`src/rtl/fifo_read_arbiter.sv`:
```
// fifo_read_arbiter: round-robin read scheduler that drains up to LANES
// data/index FIFOs into a single valid/ready consumer, one read in flight.
// Optional burst mode (consecutive reads from one lane, up to BURST_LEN)
// is enabled by defining the macro ARB_BURST_EN.
module fifo_read_arbiter #(
    parameter int unsigned LANES     = 4,
    parameter int unsigned D_WIDTH   = 16,
    parameter int unsigned I_WIDTH   = 4,
    parameter int unsigned BURST_LEN = 4
) (
    input  logic                         clk,
    input  logic                         rst,
    input  logic [LANES-1:0]             fifo_empty,
    input  logic [LANES*D_WIDTH-1:0]     fifo_data,
    input  logic [LANES*I_WIDTH-1:0]     fifo_index,
    input  logic [LANES-1:0]             lane_mask,
    output logic [LANES-1:0]             fifo_r_en,
    output logic                         out_valid,
    input  logic                         out_ready,
    output logic [D_WIDTH-1:0]           out_data,
    output logic [I_WIDTH-1:0]           out_index,
    output logic [$clog2(LANES)-1:0]     out_lane,
    output logic                         busy
);

    localparam int unsigned LW = $clog2(LANES);

    localparam logic [1:0] ST_IDLE = 2'd0;
    localparam logic [1:0] ST_READ = 2'd1;
    localparam logic [1:0] ST_CAPT = 2'd2;
    localparam logic [1:0] ST_HOLD = 2'd3;

    // Reject parameter sets the lane encoding and burst counter cannot support
    if (LANES < 2 || LANES > 8 || BURST_LEN < 1) begin : g_param_check
        $error("fifo_read_arbiter: unsupported LANES/BURST_LEN");
    end

    logic [1:0]         state_q, state_d;
    logic [LW-1:0]      grant_q, grant_d;
    logic [LW-1:0]      last_q, last_d;
    logic               out_valid_q, out_valid_d;
    logic [D_WIDTH-1:0] out_data_q, out_data_d;
    logic [I_WIDTH-1:0] out_index_q, out_index_d;
    logic [LW-1:0]      out_lane_q, out_lane_d;

`ifdef ARB_BURST_EN
    localparam int unsigned CNT_W = $clog2(BURST_LEN) + 1;
    logic [CNT_W-1:0]   cnt_q, cnt_d;
`endif

    logic [LANES-1:0]   req;
    logic [LW-1:0]      pick;
    logic               pick_vld;
    logic               take_pick;
    logic [D_WIDTH-1:0] sel_data;
    logic [I_WIDTH-1:0] sel_index;

    // Lane index "off" positions after base, wrapping at LANES
    function automatic logic [LW-1:0] rr_idx(input logic [LW-1:0] base, input int unsigned off);
        int unsigned s;
        s = 32'(base) + off;
        if (s >= LANES) s = s - LANES;
        return LW'(s);
    endfunction

    assign req = ~fifo_empty & lane_mask;

    // Round-robin pick: first requesting lane after the last granted one
    always_comb begin
        pick     = last_q;
        pick_vld = 1'b0;
        for (int unsigned i = 1; i <= LANES; i++) begin
            if (!pick_vld && req[rr_idx(last_q, i)]) begin
                pick     = rr_idx(last_q, i);
                pick_vld = 1'b1;
            end
        end
    end

    // Select the granted lane's registered FIFO output
    always_comb begin
        sel_data  = '0;
        sel_index = '0;
        for (int unsigned k = 0; k < LANES; k++) begin
            if (grant_q == LW'(k)) begin
                sel_data  = fifo_data[k*D_WIDTH +: D_WIDTH];
                sel_index = fifo_index[k*I_WIDTH +: I_WIDTH];
            end
        end
    end

    // One-cycle read strobe to the granted FIFO, suppressed during reset
    always_comb begin
        fifo_r_en = '0;
        for (int unsigned k = 0; k < LANES; k++) begin
            if (!rst && state_q == ST_READ && grant_q == LW'(k)) fifo_r_en[k] = 1'b1;
        end
    end

    // Next-state and output-register logic
    always_comb begin
        state_d     = state_q;
        grant_d     = grant_q;
        last_d      = last_q;
        out_valid_d = out_valid_q;
        out_data_d  = out_data_q;
        out_index_d = out_index_q;
        out_lane_d  = out_lane_q;
        take_pick   = 1'b0;
`ifdef ARB_BURST_EN
        cnt_d       = cnt_q;
`endif
        case (state_q)
            ST_IDLE: take_pick = 1'b1;
            ST_READ: state_d = ST_CAPT;
            ST_CAPT: begin
                out_data_d  = sel_data;
                out_index_d = sel_index;
                out_lane_d  = grant_q;
                out_valid_d = 1'b1;
                state_d     = ST_HOLD;
            end
            ST_HOLD: begin
                if (out_ready) begin
                    out_valid_d = 1'b0;
`ifdef ARB_BURST_EN
                    if (cnt_q < CNT_W'(BURST_LEN - 1) && req[grant_q]) begin
                        cnt_d   = cnt_q + CNT_W'(1);
                        state_d = ST_READ;
                    end else begin
                        take_pick = 1'b1;
                    end
`else
                    take_pick = 1'b1;
`endif
                end
            end
            default: state_d = ST_IDLE;
        endcase

        if (take_pick) begin
`ifdef ARB_BURST_EN
            cnt_d = '0;
`endif
            if (pick_vld) begin
                grant_d = pick;
                last_d  = pick;
                state_d = ST_READ;
            end else begin
                state_d = ST_IDLE;
            end
        end
    end

    // State and output registers, synchronous reset
    always_ff @(posedge clk) begin
        if (rst) begin
            state_q     <= ST_IDLE;
            grant_q     <= '0;
            last_q      <= LW'(LANES - 1);
            out_valid_q <= 1'b0;
            out_data_q  <= '0;
            out_index_q <= '0;
            out_lane_q  <= '0;
`ifdef ARB_BURST_EN
            cnt_q       <= '0;
`endif
        end else begin
            state_q     <= state_d;
            grant_q     <= grant_d;
            last_q      <= last_d;
            out_valid_q <= out_valid_d;
            out_data_q  <= out_data_d;
            out_index_q <= out_index_d;
            out_lane_q  <= out_lane_d;
`ifdef ARB_BURST_EN
            cnt_q       <= cnt_d;
`endif
        end
    end

    assign out_valid = out_valid_q;
    assign out_data  = out_data_q;
    assign out_index = out_index_q;
    assign out_lane  = out_lane_q;
    assign busy      = (state_q != ST_IDLE);

endmodule

```
`config.mk`:
```
export PLATFORM = sky130hd
export DESIGN_NAME = fifo_read_arbiter
export DESIGN_NICKNAME = d
export VERILOG_FILES = /design/src/rtl/fifo_read_arbiter.sv
export SDC_FILE = /design/constraint.sdc
export NUM_CORES = 1
export LEC_CHECK = 0
export CORE_UTILIZATION = 30
export CTS_CLUSTER_DIAMETER = 100
export DETAILED_ROUTE_END_ITERATION = 8
export GPL_TIMING_DRIVEN = 0
export PLACE_DENSITY = 0.67
export RECOVER_POWER = 25
export SETUP_SLACK_MARGIN = 0.5
export SYNTH_ARGS = -nofsm -noshare
export SYNTH_HDL_FRONTEND = slang
export SYNTH_SLANG_ARGS = --single-unit
```
`constraint.sdc`:
```
create_clock -name clk -period 3.7 [get_ports clk]
set_input_delay 0.555 -clock clk [delete_from_list [all_inputs] [get_ports clk]]
set_output_delay 0.555 -clock clk [all_outputs]
set_load 0.05 [all_outputs]
```
==> out/results.md <==
| Stage | Result | This run |
|---|---|---|
| detailed routing | Count of nets left with antenna violations after detail routing | 0 |
| synth | Sequential fraction of the synthesis area | 0.3202 |
| sta | Final Setup Violations | 0 |
| synth | Synth warn | 0 |
| placement | Instance count after placement with tap cells included | 356 |
| placement | Worst slack, placed | 0.8391 ns |
| critical path | Type of destination of the critical path | output port |
| run | Max-cap violations | 0 |
| clock tree | Buffer count from post-CTS setup fixing | 0 |
| placement | Total placed instance area | 3084 um^2 |
| global routing | M2 GR Usage | 0.2940 |
| placement | Half-perimeter wire length of the detailed placement result | 4128 um |
| placement | Number of input and output port buffers inserted | 118 |
| synth | Post-synthesis instance area | 1813 um^2 |
| sta | Relative slew margins | 0.4863 |
| final layout | Final-stage net count | 386 |
| final layout | Design Area, Final | 3167 um^2 |
| die | Number of rows created at floorplan | 27 |
| sta | Measured slew at the worst slew-check pin | 0.7705 ns |
| detailed routing | Via density per instance | 4.887 |
| critical path | Endpoint of the worst-slack reg-to-reg timing path | out_data[2] |
| synth | Fraction of post-synthesis cell area in the top cell type by area | 0.3202 |
| die | Area of the core | 5675 um^2 |
| sta | Number of endpoints with negative hold slack in the final report | 0 |
| critical path | Flop-to-flop setup slack | 1.61 ns |
| critical path | Worst Setup Path Type | input pin to output port |
| status | Status | completed |
| critical path | Maximum fanout count along the critical path | 4 |
| detailed routing | Number of iterations in the first detailed-routing pass | 4 |
| hold path | Hold path startpoint | out_valid |
| die | Starting Density | 0.3194 |
| synth | Number of standard cells after synthesis | 166 |
| die | Die Area | 6358 um^2 |
| sta | Setup repair after global routing missed its margin | no |
| critical path | Worst-case reg-to-reg path depth | 6 |
| sta | Max-slew violation count | 0 |
| global routing | GRT Overall Usage | 0.1638 |
| power | Leakage power total | 1.123 nW |
| critical path | Startpoint Class | input pin |
| critical path | Critical path buffer and inverter count | 2 |
| global routing | Fraction of met1 tracks used by global routing | 0.1820 |
| clock tree | Skew-Pair Late Insertion Delay | 0.27 ns |
| sta | Period utilization | 0.8051 |
| synth | Library cell occupying the most area in the post-synthesis netlist | dfxtp_1 |
| power | Final Power | 1.833 mW |
| global routing | Layer carrying the most global-route usage | met2 |
| global routing | First-pass GRT wire length | 7962 um |
| final layout | Fraction of final layout cells with drive strength greater than 1 | 0.1031 |
| sta | Final Critical Period | 2.979 ns |
| final layout | Post-Route Utilization | 0.5580 |
| final layout | Area occupied by registers | 580.6 um^2 |
| clock tree | CTS Buffer Depth | 2 |
| critical path | Slowest stage delay, CP | 0.84 ns |
| detailed routing | Routed wire per std cell | 14.39 um |
| synth | Number of flip-flops and latches in the synthesized netlist | 29 |
| critical path | Cells along the critical path | dlygate4sd3_1 > nor2b_1 > nor3b_1 > clkdlybuf4s50_1 |
| clock tree | Cts hold-fix bufs | 0 |
| hold path | Number of instances on the worst hold path | 2 |
| detailed routing | Total via count in the routed design | 1774 |
| global routing | Antenna violations before repair | 0 |
| critical path | Crit-path slowest cell | clkdlybuf4s50_1 |
| global routing | Number of global-route vias before repair | 1750 |
| clock tree | Post-cts repair resize count | 0 |
| critical path | Required time at the worst-slack endpoint | 3.14 ns |
| final layout | Layout area overhead | 74.67% |
| synth | Cell types occupying the most area after synthesis | dfxtp_1 (32%), mux4_2 (20%), mux2i_1 (13%), mux4_1 (5.8%), nor2_1 (5.8%) |
| hold path | Class of the worst hold path | flip-flop to flip-flop |
| sta | Final-layout setup total negative slack | 0 ns |
| die | Die Y-Extent | 79.74 um |
| sta | Worst clock skew on the final layout | 0.003568 ns |
| detailed routing | Total wirelength of the detailed-routed design | 5224 um |
| hold path | Worst Hold Path EP | out_valid |
| final layout | Filler Cells Inserted | 537 |
| critical path | Kind of cell adding the most delay to the critical path | buffers and inverters |
| clock tree | Clk pin slew, worst setup/hold paths | 0.06 ns |
| power | Max VDD drop | 212.4 uV |
| global routing | Met3 usage | 0.05143 |
| final layout | Number of antenna cells inserted | 0 |
| placement | Routability cong. | 0.8468 |
| sta | Minimum setup slack in the final design | 0.7213 ns |
| detailed routing | Iteration-0 DRC count of the detailed router | 34 |
| synth | Synthesized net count | 261 |
| clock tree | TritonCTS clock tree | done |
| sta | Fmax achieved | 335.7 MHz |
| clock tree | Root Driver | clkbuf_8 |
| global routing | Global-route congestion overflow total | 0 |
| clock tree | Number of clock buffers inserted by TritonCTS | 5 |
| global routing | Largest net degree at the start of global routing | 11 |
| clock tree | CTS H-Tree Depth | 2 |
| final layout | Multi-input logic area | 1130 um^2 |
| synth | Synthesized area divided by synthesized cell count | 10.92 um^2 |
| die | # IOs | 119 |
| synth | Yosys cell types | 31 |
| critical path | Reg2Reg Launch Point | state_q[0] |
| final layout | Post-route non-filler standard cell count | 363 |
| power | PwrDens | 578.9 nW/um^2 |
| clock tree | Number of clock sinks | 29 |
| detailed routing | Count of unresolved DRC violations after routing | 0 |
| sta | Final worst hold slack | 0.4940 ns |
| die | Die Width | 79.74 um |
| critical path | Data arrival time of the worst path | 2.42 ns |
==> worst register-to-register path: stages, from the launching register on <==
cell and delay, ns:
dfxtp_1 0.33, inv_1 0.11, ha_1 0.16, clkbuf_1 0.34, clkbuf_1 0.64, mux2i_1 0.31, nor2_1 0.07
==> cell type report <==
cell class                      count  area share
Inverter                            3    0.003556
Tap cell                           72     0.02845
Buffer                             14     0.02766
Multi-Input combinational cell    120      0.3568
Timing Repair Buffer              118      0.3730
Clock buffer                        7     0.02726
Sequential cell                    29      0.1833
==> cell families (layout without fill, tap and decap cells) <==
logic type | Yosys count | in the layout | synth area share
and+or+nand+nor | 55 | 55 | 0.1436
muxes | 43 | 43 | 0.3837
DFF | 29 | 29 | 0.3202
AOI/OAI and AO/OA | 18 | 18 | 0.06832
buffers and inverters | 17 | 142 | 0.05659
adders and majority gates | 4 | 4 | 0.02761
==> per-layer routing <==
layer,vias up,part of all wire
met5,-,0
met4,0,0.0084
met3,4,0.089
met2,83,0.49
met1,826,0.41
li1,861,-
==> synthesized netlist by cell type <==
master and n:
o21a_1 1, mux4_2 16, and2b_2 1, a21oi_1 7, and3_1 1, nand2_1 7, nor3b_1 3, nor2b_1 4
dfxtp_1 29, nand2b_1 3, inv_1 3, o31ai_4 1, buf_6 2, buf_2 6, o21ai_0 2, o31ai_1 2
o221ai_1 1, mux4_1 4, and3b_1 1, o22ai_1 1, buf_12 1, nand3_1 2, o21ai_1 1, nor3_1 3
or2_1 1, mux2i_1 23, nor2_1 28, ha_1 4, clkbuf_1 5, and2b_1 1, a211oi_1 2
==> sequential cells by signal, summed over array words and instances, names as in the netlist <==
signal and flops:
out_data 16, out_index 4, grant_q 2, last_q 2, out_lane 2, state_q 2, out_valid 1
==> how the worst max path moves through the flow <==
stage               start      endpoint  slack, ns  depth (start not counted)
2_1_floorplan  state_q[1]  fifo_r_en[0]       1.22                          4
3_3_place_gp          rst  fifo_r_en[0]       0.85                          4
3_5_place_dp          rst  fifo_r_en[0]       0.84                          4
4_1_cts               rst  fifo_r_en[0]       0.83                          4
5_1_grt               rst  fifo_r_en[0]       0.59                          4
6_report              rst  fifo_r_en[0]       0.72                          4
==> cell usage in the layout (no fill, tap or decap), drive strengths merged, types with 2 or more instances in the layout <==
| cell type | count |
|---|---|
| a211oi | 2 |
| a21oi | 7 |
| and2b | 2 |
| buf | 6 |
| clkbuf | 15 |
| clkdlybuf4s50 | 117 |
| dfxtp | 29 |
| ha | 4 |
| inv | 3 |
| mux2i | 23 |
| mux4 | 20 |
| nand2 | 7 |
| nand2b | 3 |
| nand3 | 2 |
| nor2 | 28 |
| nor2b | 4 |
| nor3 | 3 |
| nor3b | 3 |
| o21ai | 3 |
| o31ai | 3 |
==> power by group <==
part	total, mW	switching [mW]	internal (mW)
clock	0.261	0.113	0.147
sequential	0.428	0.0379	0.390
combinational	1.14	0.591	0.554
total	1.83	0.742	1.09
Note: power is estimated with default switching activity, not from simulation.
